File: src/rtl/reg_file_mp.sv
// reg_file_mp: multi-port register file with a per-register busy scoreboard; REG_FILE_BYPASS_EN forwards same-edge writes to reads.
// Latency 1 cycle for reads, writes and scoreboard updates; no backpressure, every enabled request is taken each cycle.
module reg_file_mp #(
  parameter int NUM_REG        = 32,
  parameter int REG_ADDR_WIDTH = 5,
  parameter int REG_WIDTH      = 32,
  parameter int NUM_RD         = 2,
  parameter int NUM_WR         = 1
) (
  input  logic                             clk,
  input  logic                             reset_n,
  input  logic [NUM_RD-1:0]                rd_en,
  input  logic [NUM_RD*REG_ADDR_WIDTH-1:0] rd_addr,
  output logic [NUM_RD*REG_WIDTH-1:0]      rd_data,
  output logic [NUM_RD-1:0]                rd_busy,
  input  logic [NUM_WR-1:0]                wr_en,
  input  logic [NUM_WR*REG_ADDR_WIDTH-1:0] wr_addr,
  input  logic [NUM_WR*REG_WIDTH-1:0]      wr_data,
  input  logic                             sb_set_en,
  input  logic [REG_ADDR_WIDTH-1:0]        sb_set_addr,
  output logic                             any_busy
);

  logic [REG_WIDTH-1:0]      regs     [NUM_REG];
  logic [REG_WIDTH-1:0]      regs_nxt [NUM_REG];
  logic [REG_WIDTH-1:0]      rd_src   [NUM_REG];
  logic [NUM_REG-1:0]        busy;
  logic [NUM_REG-1:0]        busy_clr;
  logic [NUM_REG-1:0]        busy_nxt;
  logic [NUM_REG-1:0]        busy_src;
  logic [REG_ADDR_WIDTH-1:0] wa;

  // Ports are applied in ascending order so the highest-index writer wins a collision;
  // busy_clr holds the post-write scoreboard before this cycle's set is merged in.
  always_comb begin
    regs_nxt = regs;
    busy_clr = busy;
    wa       = '0;
    for (int j = 0; j < NUM_WR; j++) begin
      wa = wr_addr[j*REG_ADDR_WIDTH +: REG_ADDR_WIDTH];
      if (wr_en[j] && (wa != '0)) begin
        regs_nxt[wa] = wr_data[j*REG_WIDTH +: REG_WIDTH];
        busy_clr[wa] = 1'b0;
      end
    end
    busy_nxt = busy_clr;
    if (sb_set_en && (sb_set_addr != '0)) begin
      busy_nxt[sb_set_addr] = 1'b1;
    end
  end

`ifdef REG_FILE_BYPASS_EN
  // Forward the winning write and its busy clear, but never a same-cycle set.
  assign rd_src   = regs_nxt;
  assign busy_src = busy_clr;
`else
  assign rd_src   = regs;
  assign busy_src = busy;
`endif

  always_ff @(posedge clk or negedge reset_n) begin
    if (!reset_n) begin
      for (int i = 0; i < NUM_REG; i++) begin
        regs[i] <= '0;
      end
      busy     <= '0;
      rd_data  <= '0;
      rd_busy  <= '0;
      any_busy <= 1'b0;
    end else begin
      for (int i = 0; i < NUM_REG; i++) begin
        regs[i] <= regs_nxt[i];
      end
      busy     <= busy_nxt;
      any_busy <= |busy_nxt;
      for (int k = 0; k < NUM_RD; k++) begin
        if (rd_en[k]) begin
          rd_data[k*REG_WIDTH +: REG_WIDTH] <= rd_src[rd_addr[k*REG_ADDR_WIDTH +: REG_ADDR_WIDTH]];
          rd_busy[k]                        <= busy_src[rd_addr[k*REG_ADDR_WIDTH +: REG_ADDR_WIDTH]];
        end
      end
    end
  end

endmodule

File: config.mk
export PLATFORM = sky130hd
export DESIGN_NAME = reg_file_mp
export DESIGN_NICKNAME = d
export VERILOG_FILES = /design/src/rtl/reg_file_mp.sv
export SDC_FILE = /design/constraint.sdc
export NUM_CORES = 2
export LEC_CHECK = 0
export ABC_AREA = 1
export CORE_ASPECT_RATIO = 1.5
export CORE_MARGIN = 5
export CORE_UTILIZATION = 60
export CTS_CLUSTER_SIZE = 8
export DETAILED_ROUTE_END_ITERATION = 12
export PLACE_DENSITY = 0.77
export REMOVE_ABC_BUFFERS = 1
export SYNTH_ARGS = -nofsm -noshare
export SYNTH_HDL_FRONTEND = slang
export SYNTH_SLANG_ARGS = --single-unit
File: constraint.sdc
create_clock -name clk -period 2.4 [get_ports clk]
set_input_delay 0.36 -clock clk [delete_from_list [all_inputs] [get_ports clk]]
set_output_delay 0.36 -clock clk [all_outputs]
set_load 0.01 [all_outputs]
Word level (Yosys, flattened, before mapping)
Index checks and enable logic that the tools add are counted.
{ "op_classes": {"order_cmp": 10, "muxes": 19, "eq_ne": 0, "shifts": 0, "bitwise": 6, "div_mod_pow": 0, "n_reduce_logical": 8, "n_addsub": 0, "mul": 0} }
{ "ops": {"columns": ["cell", "count"], "rows": [
  ["bitwise mux 1024 bit", 1],
  ["binary-select mux 32 bit (select 5 bit)", 2],
  ["2-to-1 mux 32 bit", 7],
  ["demux 32 bit (select 5 bit)", 1],
  ["AND 32 bit", 1],
  ["inverter 32 bit", 1],
  ["bitwise OR 32 bit", 1],
  ["OR reduction 32 bit", 1],
  ["less-than comparator 5 x 6 -> 1 bit (second input constant)", 4],
  ["greater-or-equal comparator 6 bit (second input constant)", 3],
  ["inverter 5 -> 6 bit", 3],
  ["binary-select mux 1 bit (select 5 bit)", 2],
  ["demux 1 bit (select 5 bit)", 2],
  ["greater-or-equal comparator 5 x 1 -> 1 bit (second input constant)", 2],
  ["nonzero test 5 bit", 2],
  ["less-than comparator 6 x 1 -> 1 bit (second input constant)", 1],
  ["logical AND 1 bit", 5],
  ["2-to-1 mux 1 bit", 4]
]} }
{ "totals": {"ff_bits": 1123, "output_inout_bits": 67, "wordCells": 81, "memories": 0, "ramBits": 0, "latch_bits": 0, "in_bits": 58, "romBits": 0} }

Depth between registers and ports, before layout
{ "depth": {"depth_word": 10, "mapped_depth": 12, "depth_no_buf": 11} }

Worst setup path after synthesis
Ideal clock, no wire load.
{ "synth_timing": {"kind": "input -> register", "from": "input rd_addr[6]", "to": "register rd_data[55]", "path_slack_ns": 0.880, "n_path_buf": 3, "path_stages": 10, "required_ns": 2.282, "arrival_ns": 1.402, "cell_sequence": "buf_2 -> buf_2 -> clkbuf_1 -> nand3_1 -> nand3_1 -> nand2_1 -> nand2_1 -> nand3_1 -> nand3_1 -> nand2_1"} }
{ "synth_via": {"elab_chain_len": 4} }
{ "synth_lines": {"columns": ["item", "line", "rtl"], "rows": [
  ["start: declaration", "13", "input logic [NUM_RD*REG_ADDR_WIDTH-1:0] rd_addr,"],
  ["inverter 5 -> 6 bit (implied by the code)", "78", "rd_data[k*REG_WIDTH +: REG_WIDTH] <= rd_src[rd_addr[k*REG_ADDR_WIDTH +: REG_ADDR_WIDTH]];"],
  ["binary-select mux 32 bit (select 5 bit)", "78", null],
  ["2-to-1 mux 32 bit (implied by the code) (2 in series)", "78", null],
  ["end signal: indexed assignment", "78", null],
  ["end: declaration", "14", "output logic [NUM_RD*REG_WIDTH-1:0] rd_data,"]
]} }
Every way passes these cells. The select of a mux whose other input is x is not followed.
A chain may end at the register's enable or synchronous reset.

Worst setup path after layout
{ "layout_timing": {"from": "register rd_data[7]", "to": "output rd_data[7]"} }
No word-level cell between the ends.

==> flow_metrics.env <==
export IMPL_post_cts_buffers=0
export IMPL_routed_wl_um=227000
export IMPL_ys_top_cells_by_area="sky130_fd_sc_hd__dfrtp_1, sky130_fd_sc_hd__nand2_1, sky130_fd_sc_hd__nand3_1"
export IMPL_routed_via_count=63300
export IMPL_cap_violations=0
export IMPL_rsz0062_at_grt="no"
export IMPL_timing_critical_path_cells="clkdlybuf4s50_1"
export IMPL_synthDominantCellAreaShare=0.461
export IMPL_grt_pass1_wl_um=348000
export IMPL_worst_path_largest_cell_delay_ns=0.57
export IMPL_setup_viol=0
export IMPL_placedInstanceArea_um2=64600
export IMPL_core_area_um2=101000
export IMPL_residual_antenna_violating_net_count_after_detailed_routing=0
export IMPL_finalWeightedCongestion=0.914
export IMPL_timing_reg2reg_worst_path_depth=8
export IMPL_synthesis_instances=8745
export IMPL_slew_violations=0
export IMPL_worst_ir_drop_vdd_mv=0.590
export IMPL_synth_area_leader_cell="sky130_fd_sc_hd__dfrtp_1"
export IMPL_crit_path_start_kind="flop"
export IMPL_synth_area_um2=60900
export IMPL_timing_setup_critical_path_class="reg -> out"
export IMPL_quantity_of_hold_fixing_buffers_added_after_cts=1
export IMPL_synth_to_layout_area_growth_pct=12.8
export IMPL_dieHeight_um=400
export IMPL_detailroute_wirelength_met2_um=99800
export IMPL_fmaxAchievable_mhz=473
export IMPL_detail_route_first_pass_iterations=7
export IMPL_worst_endpoint_required_ns=2.04
export IMPL_cts_root_to_sink_buffers=3
export IMPL_antenna_violations_before_repair=4
export IMPL_wl_met1_um=79600
export IMPL_worst_path_stages=1
export IMPL_post_drt_wl_per_cell_um=23.0
export IMPL_postSynthRegisterBits=1123
export IMPL_critical_path_endpoint_type="primary output"
export IMPL_tritoncts_clock_tree="built"
export IMPL_timing_final_crit_period_ns=2.11
export IMPL_cp_max_stage_cell="sky130_fd_sc_hd__clkdlybuf4s50_1"
export IMPL_clk_pin_slew_ns=0.05
export IMPL_gr_total_overflow=0
export IMPL_grt_usage=0.407
export IMPL_ys_warnings_count=0
export IMPL_fin_hold_viols=0
export IMPL_final_min_period_over_clock_period=0.881
export IMPL_static_leakage_power_nw=32.6
export IMPL_drt_iter0_drc=9775
export IMPL_floorplan_io_pins=125
export IMPL_layout_common_cells="sky130_fd_sc_hd__nand2_1, sky130_fd_sc_hd__nand3_1, sky130_fd_sc_hd__dfrtp_1"
export IMPL_critPathBufInv=1
export IMPL_finish_instance_area_um2=68700
export IMPL_route_met3_wl_um=29000
export IMPL_vias_per_cell=6.42
export IMPL_clock_insertion_delay_worst_skew_ns=0.77
export IMPL_final_common_cell="sky130_fd_sc_hd__nand2_1"
export IMPL_tightest_pin_transition_ns=0.754
export IMPL_first_global_vias=61100
export IMPL_topRoutingLayerUsed="met5"
export IMPL_final_setup_skew_ns=0.0231
export IMPL_fin_nets=8605
export IMPL_synth_lib_cells_used_distinct=19
export IMPL_tritoncts_num_sinks=1123
export IMPL_placement_rows=143
export IMPL_placement_io_buffers=124
export IMPL_min_path_type="in -> async"
export IMPL_die_area_um2=108000
export IMPL_critical_path_arrival_ns=1.75
export IMPL_cts_htree_levels=4
export IMPL_die_x_um=270
export IMPL_grt_start_max_net_pins=105
export IMPL_timing_max_slew_rel_slack=0.497
export IMPL_post_cts_resized=0
export IMPL_route_detailed_drc=0
export IMPL_synth_seq_area_share=0.461
export IMPL_status="completed"
export IMPL_cts_made_buffers=158
export IMPL_crit_fanout=2
export IMPL_cp_top_family="buffers and inverters"
export IMPL_cellPowerDensity_nw_per_um2=821
export IMPL_average_instance_area_after_synthesis_um2=6.97
export IMPL_cts_root_buffer="sky130_fd_sc_hd__clkbuf_16"
export IMPL_dp_hpwl_um=127000
export IMPL_final_layout_size_suffix_gt1_frac=0.0628
export IMPL_starting_density_of_the_core=0.603
export IMPL_fin_worst_hold_slack_ns=0.147
per-layer routing:
metal	track usage	vias up
li1	-	27900
met1	0.507	29500
met2	0.623	4672
met3	0.104	1212
met4	0.287	4
met5	0	-
synthesized netlist by cell type (all sizes together):
cell / count
clkinv: 2
nor2: 249
nand3: 1751
dfrtp: 1123
o21ai: 900
nor3: 3
o211ai: 2
nand2: 3574
clkbuf: 378
nand4: 5
a21oi: 189
buf: 416
inv: 153
layout make-up:
class	instances	area [µm²]
tap	1305	1630
sequential	1123	28100
clock buffer	164	4100
antenna	1	2.50
inverter	155	631
timing repair buffer	436	5490
fill	8403	32300
clock inverter	6	70.1
multi-input combinational	6673	28700
state kept, by name (all words and copies together) (netlist names):
name      count
rd_busy       2
rd_src     1024
busy         32
rd_data      64
any_busy      1
report_power, final:
group	total (mW)	switching (mW)	internal (mW)
Sequential	25.4	2.85	22.5
Clock	20.0	8.10	11.9
Combinational	11.1	6.75	4.31
stage by stage:
| step | total power, mW | TNS [ns] | setup WS (ns) | std cells | utilization |
|---|---|---|---|---|---|
| after CTS | 56.2 | 0 | 0.261 | 9862 | 0.680 |
| after global placement | 35.7 | 0 | 0.116 | 9691 | 0.639 |
| after global routing | 59.0 | 0 | 0.249 | 9862 | 0.680 |
| after floorplan | 31.7 | -262.17 | -2.66 | 7951 | - |
| after detailed placement | 36.2 | 0 | 0.0991 | 9691 | 0.639 |
| final | 56.4 | 0 | 0.286 | 9863 | 0.680 |
worst paths after layout:
kind	start	to	slack, ns
worst max-delay path	rd_data[7]	rd_data[7]	0.29
worst min-delay path	reset_n	rd_src[623]	0.15
worst max register to register	rd_src[514]	rd_data[34]	1.00
worst min register to register	rd_src[998]	rd_src[998]	0.40
max in group asynchronous	reset_n	rd_src[308]	1.28
min in group clk	rd_en[0]	rd_data[14]	0.16
cells by family after synthesis:
family	count (synthesis)	share of synthesized area
simple gates	5582	0.380
flops	1123	0.461
buf+inv	949	0.0693
compound gates	1091	0.0897
Note: power is estimated with default switching activity, not from simulation.
